==> src/rtl/vernam_decipher_stream.sv <==
// Streaming mod-26 letter decryptor: a repeating key loaded over its own handshake is
// subtracted from each ciphertext letter; the result leaves through one registered stage.
module vernam_decipher_stream #(
    parameter int KEY_DEPTH = 16,
    parameter int KEY_AW    = 4
) (
    input  logic              clk,
    input  logic              rst_n,
    input  logic              key_valid,
    output logic              key_ready,
    input  logic [7:0]        key_char,
    input  logic              key_last,
    output logic              key_err,
    output logic [KEY_AW:0]   key_len,
    output logic              key_loaded,
    input  logic              ct_valid,
    output logic              ct_ready,
    input  logic [7:0]        ciphertext,
    output logic              pt_valid,
    input  logic              pt_ready,
    output logic [7:0]        Plaintext,
    output logic              pt_err,
    input  logic              rekey
);

    typedef enum logic [1:0] {
        S_EMPTY = 2'd0,
        S_LOAD  = 2'd1,
        S_RUN   = 2'd2
    } state_t;

    function automatic logic is_letter(input logic [7:0] ch);
        return (ch >= 8'h41) && (ch <= 8'h5A);
    endfunction

    state_t              state_r;
    state_t              state_nxt_s;
    logic [KEY_AW-1:0]   wr_ptr_r;
    logic [KEY_AW-1:0]   idx_r;
    logic [4:0]          key_mem_r [KEY_DEPTH];

    logic                key_ok_s;
    logic                key_acc_s;
    logic                key_full_s;
    logic                ct_acc_s;
    logic                ct_letter_s;
    logic                drain_ok_s;
    logic                idx_wrap_s;
    logic                enter_run_s;
    logic [KEY_AW:0]     len_nxt_s;
    logic [5:0]          c_s;
    logic [5:0]          k_s;
    logic [5:0]          p_s;

    assign key_ok_s    = is_letter(key_char);
    assign ct_letter_s = is_letter(ciphertext);
    assign key_acc_s   = key_valid && key_ready;
    assign ct_acc_s    = ct_valid && ct_ready;
    assign key_full_s  = (wr_ptr_r == KEY_AW'(KEY_DEPTH - 1));
    assign drain_ok_s  = !pt_valid || pt_ready;
    assign idx_wrap_s  = ({1'b0, idx_r} == (key_len - {{KEY_AW{1'b0}}, 1'b1}));
    assign enter_run_s = (state_r != S_RUN) && (state_nxt_s == S_RUN);
    // A rejected final character closes the key at the characters already stored.
    assign len_nxt_s   = key_ok_s ? ({1'b0, wr_ptr_r} + {{KEY_AW{1'b0}}, 1'b1})
                                  : {1'b0, wr_ptr_r};

    // Mod-26 subtraction; letter codes 0x41..0x5A carry offset+1 in their low bits.
    always_comb begin
        c_s = ciphertext[5:0] - 6'd1;
        k_s = {1'b0, key_mem_r[idx_r]};
        if (c_s >= k_s) begin
            p_s = c_s - k_s;
        end else begin
            p_s = c_s + 6'd26 - k_s;
        end
    end

    // State register.
    always_ff @(posedge clk or negedge rst_n) begin
        if (!rst_n) begin
            state_r <= S_EMPTY;
        end else begin
            state_r <= state_nxt_s;
        end
    end

    // Next-state logic.
    always_comb begin
        state_nxt_s = state_r;
        case (state_r)
            S_EMPTY, S_LOAD: begin
                if (rekey) begin
                    state_nxt_s = S_EMPTY;
                end else if (key_acc_s && key_ok_s) begin
                    state_nxt_s = (key_last || key_full_s) ? S_RUN : S_LOAD;
                end else if (key_acc_s && key_last) begin
                    state_nxt_s = (wr_ptr_r != {KEY_AW{1'b0}}) ? S_RUN : S_EMPTY;
                end else if (key_acc_s) begin
                    state_nxt_s = S_LOAD;
                end else begin
                    state_nxt_s = state_r;
                end
            end
            S_RUN: begin
                if (rekey && drain_ok_s) begin
                    state_nxt_s = S_EMPTY;
                end else begin
                    state_nxt_s = S_RUN;
                end
            end
            default: state_nxt_s = S_EMPTY;
        endcase
    end

    // Handshake outputs; rekey blocks both key and ciphertext acceptance.
    always_comb begin
        key_ready  = 1'b0;
        ct_ready   = 1'b0;
        key_loaded = 1'b0;
        case (state_r)
            S_EMPTY, S_LOAD: key_ready = !rekey;
            S_RUN: begin
                ct_ready   = !rekey && drain_ok_s;
                key_loaded = 1'b1;
            end
            default: begin
                key_ready  = 1'b0;
                ct_ready   = 1'b0;
                key_loaded = 1'b0;
            end
        endcase
    end

    // Key storage, intentionally without reset.
    always_ff @(posedge clk) begin
        if (key_acc_s && key_ok_s) begin
            key_mem_r[wr_ptr_r] <= key_char[4:0] - 5'd1;
        end
    end

    // Key pointers, key length, error pulse and output stage.
    always_ff @(posedge clk or negedge rst_n) begin
        if (!rst_n) begin
            wr_ptr_r  <= {KEY_AW{1'b0}};
            idx_r     <= {KEY_AW{1'b0}};
            key_len   <= {(KEY_AW+1){1'b0}};
            key_err   <= 1'b0;
            pt_valid  <= 1'b0;
            Plaintext <= 8'h00;
            pt_err    <= 1'b0;
        end else begin
            key_err <= key_acc_s && !key_ok_s;
            if (state_r != S_RUN) begin
                if (rekey) begin
                    wr_ptr_r <= {KEY_AW{1'b0}};
                end else if (key_acc_s && key_ok_s) begin
                    wr_ptr_r <= wr_ptr_r + {{(KEY_AW-1){1'b0}}, 1'b1};
                end
                if (enter_run_s) begin
                    key_len <= len_nxt_s;
                    idx_r   <= {KEY_AW{1'b0}};
                end
            end else if (rekey && drain_ok_s) begin
                wr_ptr_r <= {KEY_AW{1'b0}};
                idx_r    <= {KEY_AW{1'b0}};
                key_len  <= {(KEY_AW+1){1'b0}};
            end else if (ct_acc_s && ct_letter_s) begin
                idx_r <= idx_wrap_s ? {KEY_AW{1'b0}} : (idx_r + {{(KEY_AW-1){1'b0}}, 1'b1});
            end

            if (ct_acc_s) begin
                pt_valid <= 1'b1;
                if (ct_letter_s) begin
                    Plaintext <= 8'h41 + {2'b00, p_s};
                    pt_err    <= 1'b0;
                end else begin
                    Plaintext <= ciphertext;
                    pt_err    <= 1'b1;
                end
            end else if (pt_ready) begin
                pt_valid <= 1'b0;
            end
        end
    end

endmodule

==> config.mk <==
export PLATFORM = sky130hd
export DESIGN_NAME = vernam_decipher_stream
export DESIGN_NICKNAME = d
export VERILOG_FILES = /design/src/rtl/vernam_decipher_stream.sv
export SDC_FILE = /design/constraint.sdc
export NUM_CORES = 1
export LEC_CHECK = 0
export ABC_AREA = 1
export BUFFER_PORTS_ARGS = -buffer_cell sky130_fd_sc_hd__buf_2
export CAP_MARGIN = 20
export CORE_UTILIZATION = 50
export CTS_BUF_LIST = sky130_fd_sc_hd__clkbuf_8
export CTS_CLUSTER_SIZE = 25
export DETAILED_ROUTE_END_ITERATION = 10
export GPL_TIMING_DRIVEN = 0
export PLACE_DENSITY = 0.7
export RECOVER_POWER = 25
export SETUP_SLACK_MARGIN = 0.15
export SYNTH_ARGS = -nofsm -noshare
export SYNTH_HDL_FRONTEND = slang
export SYNTH_SLANG_ARGS = --single-unit
==> constraint.sdc <==
create_clock -name clk -period 4.35 [get_ports clk]
set_input_delay 0.435 -clock clk [delete_from_list [all_inputs] [get_ports clk]]
set_output_delay 0.435 -clock clk [all_outputs]
set_load 0.02 [all_outputs]
==> flow_metrics.py, run 1 <==
metrics = {
    "drt": {
        "vias_per_cell": 5.418,
        "wl_met3_um": 726,
        "drc": 0,
        "drt_iter0_markers": 473,
        "ant_nets": 0,
        "vias": 4345,
        "m1WireLength_um": 5703,
        "wl_um": 12730,
        "met2WireLength_um": 6077,
        "top_layer": "met4",
        "dr.pass1.iters": 7,
        "wire_per_inst_um": 15.87,
    },
    "cts": {
        "numCtsBuffers": 9,
        "clkTransAtPathRegs_ns": 0.10,
        "holdBufCountCts": 0,
        "htreeDepth": 3,
        "cts_tree": "yes",
        "clockRootBuffer": "clkbuf_8",
        "cts_buffer_depth": 2,
        "clock-sinks": 106,
        "clk_latency_ns": 0.37,
    },
    "yosys": {
        "synth_cells": 604,
        "syn_area_um2": 5649,
        "synthesis.nets": 655,
        "ys_ff_latch": 106,
        "ys_types": 42,
        "synthFlopType": "edfxtp_1",
        "yosysWarningCount": 0,
        "synth_edf_count": 80,
        "async_reset_ff_share_pct": 24.53,
        "synth_area_leaders": "edfxtp_1 (43%), dfrtp_1 (12%), nand2_1 (9.2%)",
        "synth_top_area_share_pct": 42.52,
        "syn_area_per_cell_um2": 9.353,
        "ys_seq_area_share_pct": 54.04,
        "synth_top_cell_by_area": "edfxtp_1",
    },
    "floorplanning": {
        "start_util_pct": 51.66,
        "rows": 38,
        "dieArea_um2": 11730,
        "core_um2": 10940,
        "die_h_um": 108.3,
        "die_x_um": 108.3,
        "ios": 42,
    },
    "timing": {
        "max_slew_margin_pct": -0.5029,
        "period_minus_slack_ns": 3.920,
        "slew_viol_final": 27,
        "grt_setup_unrepaired": "no",
        "setup_violations": 0,
        "skew_ns": 0.01245,
        "timing.fmax_ghz": 0.2551,
        "tightest_slew_ns": 1.508,
        "hold_viol_final": 0,
        "hold_slack_ns": 0.2616,
        "fin_crit_sh_pct": 90.10,
        "setup_tns_ns": 0,
    },
    "cells_and_area": {
        "nNetsFinal": 709,
        "nFillCells": 984,
        "synthToLayoutAreaGrowth_pct": 9.834,
        "drive_gt1_share_pct": 11.93,
        "diodes": 0,
    },
    "global_routing": {
        "antenna_found_initial": 0,
        "grt_pass1_wl_um": 20240,
        "track_usage_pct": 23.14,
        "grt_pass1_vias": 4086,
        "grt_max_degree": 27,
        "grt_overflow": 0,
    },
    "critical_path": {
        "worstPathMaxFanout": 10,
        "cp-start-kind": "register",
        "cp.arrival_ns": 4.24,
        "end_kind": "register",
        "cp.required_ns": 4.67,
        "critPathKind": "register to register",
    },
    "worst_hold_path": {
        "hold_path.class": "input port to register",
    },
    "placement": {
        "io_buffers": 41,
        "place_hpwl_um": 9401,
        "gp_congestion": 0.8970,
    },
    "pwr": {
        "ir_worst_vdd_uv": 173.6,
        "p_leak_nw": 2.628,
        "powerDensity_nw_per_um2": 392.6,
    },
    "flow_run": {
        "maxCapViolCount": 1,
    },
    "status": {
        "status": "complete, but fails checks",
        "violations": "capacitance limit, slew limit",
    },
}
-- logic make-up after synthesis --
logic type | count (synthesis) | synth area share [%]
and+or+nand+nor | 294 | 23.08
DFF | 106 | 54.04
buffers and inverters | 84 | 5.825
AOI/OAI and AO/OA | 77 | 8.261
adders and majority gates | 28 | 6.467
xor gates and xnor gates | 15 | 2.326
-- final cells by class --
class | instances | area (um2) | share of cell area, %
Timing Repair Buffer | 43 | 212.7 | 3.428
Inverter | 69 | 259.0 | 4.174
Clock buffer | 9 | 123.9 | 1.996
Buffer | 15 | 71.32 | 1.149
Multi-Input combinational cell | 414 | 2267 | 36.54
Sequential cell | 106 | 3053 | 49.20
Clock inverter | 6 | 42.54 | 0.6856
Tap cell | 140 | 175.2 | 2.823
-- placed cells by master, fill, tap and decap left out, types with 2 or more instances in the layout --
master and count:
o211ai_1 2, buf_2 43, nor3_1 3, nor2_1 66, o21bai_1 2, o22ai_1 8
xor2_1 8, ha_1 26, nand2_2 4, and2_1 2, o221ai_1 4, nand3b_1 2
nand2_4 3, nand2_1 138, clkinv_1 2, inv_2 2, edfxtp_1 80, nor2_4 3
fa_1 2, o21ai_0 37, dfrtp_1 26, xnor2_1 7, nor2_2 3, clkbuf_1 11
o2111ai_1 6, nand3_1 55, a21oi_1 11, clkbuf_8 9, clkinv_4 2, nand4_1 11
inv_1 66
-- report_power, final --
| part | internal (mW) | leakage (nW) | total [mW] | switching (mW) |
|---|---|---|---|---|
| Combinational | 0.247 | 1.48 | 0.724 | 0.476 |
| Sequential | 1.14 | 1.06 | 1.17 | 0.0327 |
| Clock | 0.206 | 0.0831 | 0.538 | 0.332 |
-- synthesized netlist by cell type (all sizes together) (7+ instances only) --
| cell | count |
|---|---|
| nand2 | 145 |
| edfxtp | 80 |
| nor2 | 72 |
| inv | 68 |
| nand3 | 56 |
| o21ai | 38 |
| dfrtp | 26 |
| ha | 26 |
| a21oi | 12 |
| nand4 | 11 |
| clkbuf | 8 |
| o22ai | 8 |
| xor2 | 8 |
| buf | 7 |
| xnor2 | 7 |
-- worst paths after layout --
kind                       slack, ns  cells past startpoint            to     start
hold / removal                  0.26                      2      pt_valid  pt_ready
max in group asynchronous       3.06                      1    key_len[2]     rst_n
setup reg to reg                0.43                     21  Plaintext[4]  idx_r[2]
setup / recovery                0.43                     21  Plaintext[4]  idx_r[2]
min in group asynchronous       0.41                      1  Plaintext[4]     rst_n
hold reg to reg                 0.50                      2        pt_err    pt_err
-- critical path, stage by stage, from the launching register on --
cell	delay, ns
dfrtp_1	0.33
buf_2	0.23
inv_1	0.22
nor2_1	0.54
nand3_1	0.19
o2111ai_1	0.20
nand2_1	0.16
ha_1	0.24
fa_1	0.43
inv_1	0.08
nand3_1	0.10
a21oi_1	0.15
nor2_1	0.08
nand3_1	0.08
and2_1	0.13
ha_1	0.14
inv_1	0.05
nor2_2	0.15
inv_1	0.06
o21ai_0	0.16
nand2_1	0.08
nand2_1	0.06
-- flip-flops by register name (all words and copies together) (netlist names) --
signal     flops
Plaintext      8
pt_valid       1
key_len        5
key_err        1
key_mem_r     80
wr_ptr_r       4
pt_err         1
idx_r          4
state_r        2
-- layer usage --
metal / track usage, % / up-vias
li1: - / 2152
met1: 32.21 / 2032
met2: 37.31 / 134
met3: 2.773 / 27
met4: 8.687 / 0
met5: 0 / -
-- stage by stage --
step / cells / setup slack [ns] / power (mW) / util, % / area (um2)
after floorplan: 604 / 1.273 / 1.704 / - / 5649
after global placement: 785 / 0.5355 / 1.892 / 55.14 / 6030
after detailed placement: 785 / 0.3758 / 1.918 / 55.14 / 6030
after CTS: 800 / 0.3823 / 2.436 / 56.66 / 6196
after global routing: 802 / 0.1601 / 2.574 / 56.74 / 6205
final: 802 / 0.4305 / 2.436 / 56.74 / 6205
-- timing repair --
action,CTS,global route
buffers inserted,0,0
setup endpoints to repair,0,2
resized for setup,0,2
Note: power is estimated with default switching activity, not from simulation.
==> run 2: changes to the inputs <==
--- a/config.mk
+++ b/config.mk
@@ -15,6 +15,7 @@
 export GPL_TIMING_DRIVEN = 0
 export PLACE_DENSITY = 0.7
 export RECOVER_POWER = 25
+export REMOVE_ABC_BUFFERS = 1
 export SETUP_SLACK_MARGIN = 0.15
 export SYNTH_ARGS = -nofsm -noshare
 export SYNTH_HDL_FRONTEND = slang
==> flow_metrics.py, run 2 (synthesis results as in run 1) <==
metrics = {
    "cells_and_area": {
        "nNetsFinal": 694,
        "final_cell_mix": "nand2_1 (139), edfxtp_1 (80), inv_1 (67)",
        "top_regs": "key_mem_r (80), Plaintext (8), key_len (5)",
        "largest_reg_flops": 80,
        "diodes": 0,
        "final_area_um2": 6210,
        "drive_gt1_share_pct": 9.428,
        "finalNonFillerCells": 787,
        "top_register": "key_mem_r",
        "synthToLayoutAreaGrowth_pct": 9.923,
        "final_common_cell": "nand2_1",
    },
    "timing": {
        "setup_tns_ns": 0,
        "grt_setup_unrepaired": "no",
        "setup_violations": 0,
        "hold_viol_final": 0,
        "period_minus_slack_ns": 3.835,
        "skew_ns": 0.007559,
        "tightest_slew_ns": 1.458,
        "max_slew_margin_pct": 2.832,
        "timing.fmax_ghz": 0.2608,
        "fin_crit_sh_pct": 88.16,
        "slew_viol_final": 0,
    },
    "floorplanning": {
        "start_util_pct": 51.66,
        "die_x_um": 108.3,
        "die_h_um": 108.3,
        "dieArea_um2": 11730,
        "rows": 38,
        "ios": 42,
        "core_um2": 10940,
    },
    "global_routing": {
        "grt_max_degree": 43,
        "antenna_found_initial": 0,
        "grt_pass1_vias": 4134,
        "grt_overflow": 0,
        "grt_pass1_wl_um": 19780,
        "track_usage_pct": 22.41,
    },
    "cts": {
        "clock-sinks": 106,
        "cts_resized": 1,
        "holdBufCountCts": 0,
        "clk_latency_ns": 0.37,
        "cts_tree": "yes",
        "numCtsBuffers": 9,
        "htreeDepth": 3,
        "clkTransAtPathRegs_ns": 0.10,
        "clockRootBuffer": "clkbuf_8",
        "cts_buffer_depth": 2,
        "cts_setup_buffers": 0,
    },
    "drt": {
        "drt_iter0_markers": 365,
        "wire_per_inst_um": 15.46,
        "drc": 0,
        "vias_per_cell": 5.501,
        "wl_um": 12170,
        "ant_nets": 0,
        "dr.pass1.iters": 5,
        "vias": 4329,
    },
    "placement": {
        "dp_cells": 771,
        "gp_congestion": 0.8684,
        "io_buffers": 41,
        "placed_area_um2": 5987,
        "place_hpwl_um": 8736,
    },
    "pwr": {
        "totalPowerFinal_mw": 2.578,
        "p_leak_nw": 2.583,
        "ir_worst_vdd_uv": 214.6,
        "powerDensity_nw_per_um2": 415.1,
    },
    "flow_run": {
        "maxCapViolCount": 0,
    },
    "critical_path": {
        "cp.arrival_ns": 4.15,
        "critPathKind": "register to register",
        "cp.required_ns": 4.66,
        "end_kind": "register",
        "cp-start-kind": "register",
        "worstPathMaxFanout": 17,
    },
    "worst_hold_path": {
        "hold_path.class": "input port to register",
    },
    "status": {
        "status": "completed",
    },
}
[run 2: layout make-up]
class,count,area (um2)
fill,954,4726
clock buffer,9,123.9
clock inverter,6,107.6
sequential,106,3054
tap,140,175.2
multi-input combinational,414,2267
timing repair buffer,43,220.2
inverter,69,261.5
[run 2: per-stage QoR]
stage	setup slack, ns	util, %	hold slack, ns
after floorplan	0.6638	-	0.1394
after global placement	-0.5121	54.50	0.4594
after detailed placement	0.1092	54.75	0.4801
after CTS	0.3470	56.88	0.07440
after global routing	0.1745	56.78	0.2350
final	0.5150	56.78	0.2480
[run 2: where the power goes]
group | switching (mW) | total (mW) | internal [mW]
registers | 0.0469 | 1.19 | 1.14
clock network | 0.322 | 0.699 | 0.377
logic | 0.450 | 0.690 | 0.239
total | 0.820 | 2.58 | 1.76
[run 2: final timing paths]
| check | slack (ns) | cells after the start | endpoint | from |
|---|---|---|---|---|
| min in group asynchronous | 0.39 | 1 | Plaintext[2] | rst_n |
| min reg2reg | 0.52 | 2 | Plaintext[7] | Plaintext[7] |
| max in group asynchronous | 3.00 | 1 | idx_r[0] | rst_n |
| max | 0.52 | 20 | Plaintext[4] | idx_r[1] |
| min | 0.25 | 2 | pt_valid | pt_ready |
| max reg2reg | 0.52 | 20 | Plaintext[4] | idx_r[1] |
[run 2: per-layer routing]
metal  global-route usage, %  part of all wire, %  vias to the layer above
met5                       0                    0                        -
met4                   10.81                  3.1                        0
met3                   3.315                  5.5                       33
met2                   36.12                   49                      132
met1                   29.81                   43                     2048
li1                        -                    -                     2116
[run 2: worst max-delay path, stage by stage, from the launching register on]
cell       delay [ns]
dfrtp_1          0.77
inv_1            0.32
o21ai_0          0.15
o22ai_1          0.09
o2111ai_1        0.30
nand2_1          0.14
ha_1             0.24
fa_1             0.43
inv_1            0.08
nand3_1          0.10
a21oi_1          0.16
nor2_1           0.08
nand3_1          0.08
and2_1           0.13
ha_1             0.13
inv_1            0.05
nor2_2           0.13
inv_1            0.06
o21ai_0          0.16
nand2_1          0.10
nand2_1          0.07
==> run 3: changes to the inputs <==
==> constraint.sdc (replaced) <==
create_clock -name clk -period 4.35 [get_ports clk]
set_input_delay 0.435 -clock clk [delete_from_list [all_inputs] [get_ports clk]]
set_output_delay 0.435 -clock clk [all_outputs]
set_load 0.005 [all_outputs]
==> flow_metrics.py, run 3 (synthesis results as in run 1) <==
metrics = {
    "pwr": {
        "switching_power_mw": 0.7704,
        "p_leak_nw": 2.602,
        "internal_power_mw": 1.761,
        "ir_worst_vdd_uv": 215.1,
        "p_comb_share_pct": 25.4,
        "clock_power_share_pct": 27.7,
        "powerDensity_nw_per_um2": 407.1,
        "swShare_pct": 30.43,
        "pwr-share-seq_pct": 46.9,
    },
    "global_routing": {
        "antenna_found_initial": 0,
        "grt_max_degree": 43,
        "grt_pass1_vias": 4134,
        "track_usage_pct": 22.41,
        "grt_pass1_wl_um": 19780,
        "grt_overflow": 0,
    },
    "cells_and_area": {
        "regArea_um2": 3054,
        "final_common_cell": "nand2_1",
        "multiInputGateArea_um2": 2270,
        "synthToLayoutAreaGrowth_pct": 10.08,
        "top_register": "key_mem_r",
        "drive_gt1_share_pct": 10.36,
        "final_cell_mix": "nand2_1 (138), edfxtp_1 (80), inv_1 (67)",
        "final_area_um2": 6218,
        "nNetsFinal": 694,
        "diodes": 0,
        "utilization_pct": 56.87,
        "largest_reg_flops": 80,
        "top_regs": "key_mem_r (80), Plaintext (8), key_len (5)",
        "nFillCells": 951,
        "finalNonFillerCells": 787,
    },
    "placement": {
        "placed_area_um2": 5987,
        "gp_congestion": 0.8684,
        "place_hpwl_um": 8736,
        "dp_cells": 771,
        "io_buffers": 41,
    },
    "critical_path": {
        "cp-start-kind": "register",
        "startpoint": "idx_r[1]",
        "critPathKind": "register to register",
        "end_kind": "register",
        "r2r-start": "idx_r[1]",
        "worstPathMaxFanout": 17,
        "cp.arrival_ns": 4.14,
        "cp.required_ns": 4.66,
    },
    "cts": {
        "numCtsBuffers": 9,
        "cts_buffer_depth": 2,
        "holdBufCountCts": 0,
        "clkTransAtPathRegs_ns": 0.10,
        "clockRootBuffer": "clkbuf_8",
        "cts_tree": "yes",
        "htreeDepth": 3,
        "clock-sinks": 106,
        "clk_latency_ns": 0.37,
    },
    "timing": {
        "fin_crit_sh_pct": 88.02,
        "slew_viol_final": 0,
        "hold_viol_final": 0,
        "max_slew_margin_pct": 3.029,
        "setup_tns_ns": 0,
        "grt_setup_unrepaired": "no",
        "period_minus_slack_ns": 3.829,
        "skew_ns": 0.007739,
        "tightest_slew_ns": 1.455,
        "setup_violations": 0,
        "hold_slack_ns": 0.2481,
        "timing.fmax_ghz": 0.2612,
    },
    "floorplanning": {
        "dieArea_um2": 11730,
        "start_util_pct": 51.66,
        "rows": 38,
        "ios": 42,
        "core_um2": 10940,
        "die_h_um": 108.3,
        "die_x_um": 108.3,
    },
    "drt": {
        "drc": 0,
        "ant_nets": 0,
        "dr.pass1.iters": 5,
        "vias_per_cell": 5.480,
        "drt_iter0_markers": 366,
        "wl_um": 12200,
        "vias": 4313,
        "wire_per_inst_um": 15.50,
    },
    "worst_hold_path": {
        "holdCritStartpoint": "pt_ready",
        "hold_path.class": "input port to register",
    },
    "status": {
        "status": "completed",
    },
    "flow_run": {
        "maxCapViolCount": 0,
    },
}
## run 3: cell types whose count changed in the layout (fill, tap and decap cells not counted), sizes merged
cell / change
clkbuf: -5
buf: +5
## run 3: area by class of cell
cell class,instances,area share [%]
inverter,69,4.205
multi-input combinational,414,36.50
clock buffer,9,1.992
tap,140,2.817
sequential,106,49.11
clock inverter,6,1.730
timing repair buffer,43,3.642
## run 3: power by group through the flow
stage / sequential (mW) / combinational, mW / clock [mW]
floorplan: 1.21 / 0.437 / 0
global placement: 1.22 / 0.604 / 0
finish: 1.19 / 0.644 / 0.700
CTS: 1.19 / 0.649 / 0.700
detailed placement: 1.21 / 0.646 / 0
global route: 1.19 / 0.736 / 0.739
## run 3: what timing repair did
item,4_1_cts,5_1_grt
setup endpoints to repair,1,4
resized for setup,1,3
setup buffers,0,0
## run 3: worst max-delay path: stages, from the launching register on
cell and delay, ns:
dfrtp_1 0.77, inv_1 0.32, o21ai_0 0.15, o22ai_1 0.09
o2111ai_1 0.30, nand2_1 0.14, ha_1 0.24, fa_1 0.43
inv_1 0.08, nand3_1 0.10, a21oi_1 0.16, nor2_1 0.08
nand3_1 0.08, and2_1 0.13, ha_1 0.13, inv_1 0.05
nor2_2 0.13, inv_1 0.06, o21ai_0 0.16, nand2_1 0.10
nand2_1 0.07
## run 3: metal layers
| layer | vias to the layer above | wire length [um] | global-route usage, % |
|---|---|---|---|
| met2 | 121 | 5916 | 36.12 |
| met4 | 0 | 382 | 10.81 |
| met1 | 2039 | 5252 | 29.81 |
| met5 | - | 0 | 0 |
| li1 | 2118 | - | - |
| met3 | 35 | 645 | 3.315 |
## run 3: path summary, 6_finish.rpt
check                                     to  slack (ns)  depth (start not counted)
worst max-delay path            Plaintext[4]        0.52                         20
worst min-delay path                pt_valid        0.25                          2
worst max register to register  Plaintext[4]        0.52                         20
worst min register to register        pt_err        0.51                          2
max in group asynchronous           idx_r[0]        3.00                          1
min in group asynchronous       Plaintext[2]        0.39                          1
## run 3: through the flow
| step | power (mW) | worst slack (ns) |
|---|---|---|
| 2_1_floorplan | 1.645 | 0.6638 |
| 3_3_place_gp | 1.820 | -0.5121 |
| 3_5_place_dp | 1.854 | 0.1092 |
| 4_1_cts | 2.536 | 0.3470 |
| 5_1_grt | 2.670 | 0.1745 |
| 6_report | 2.531 | 0.5213 |
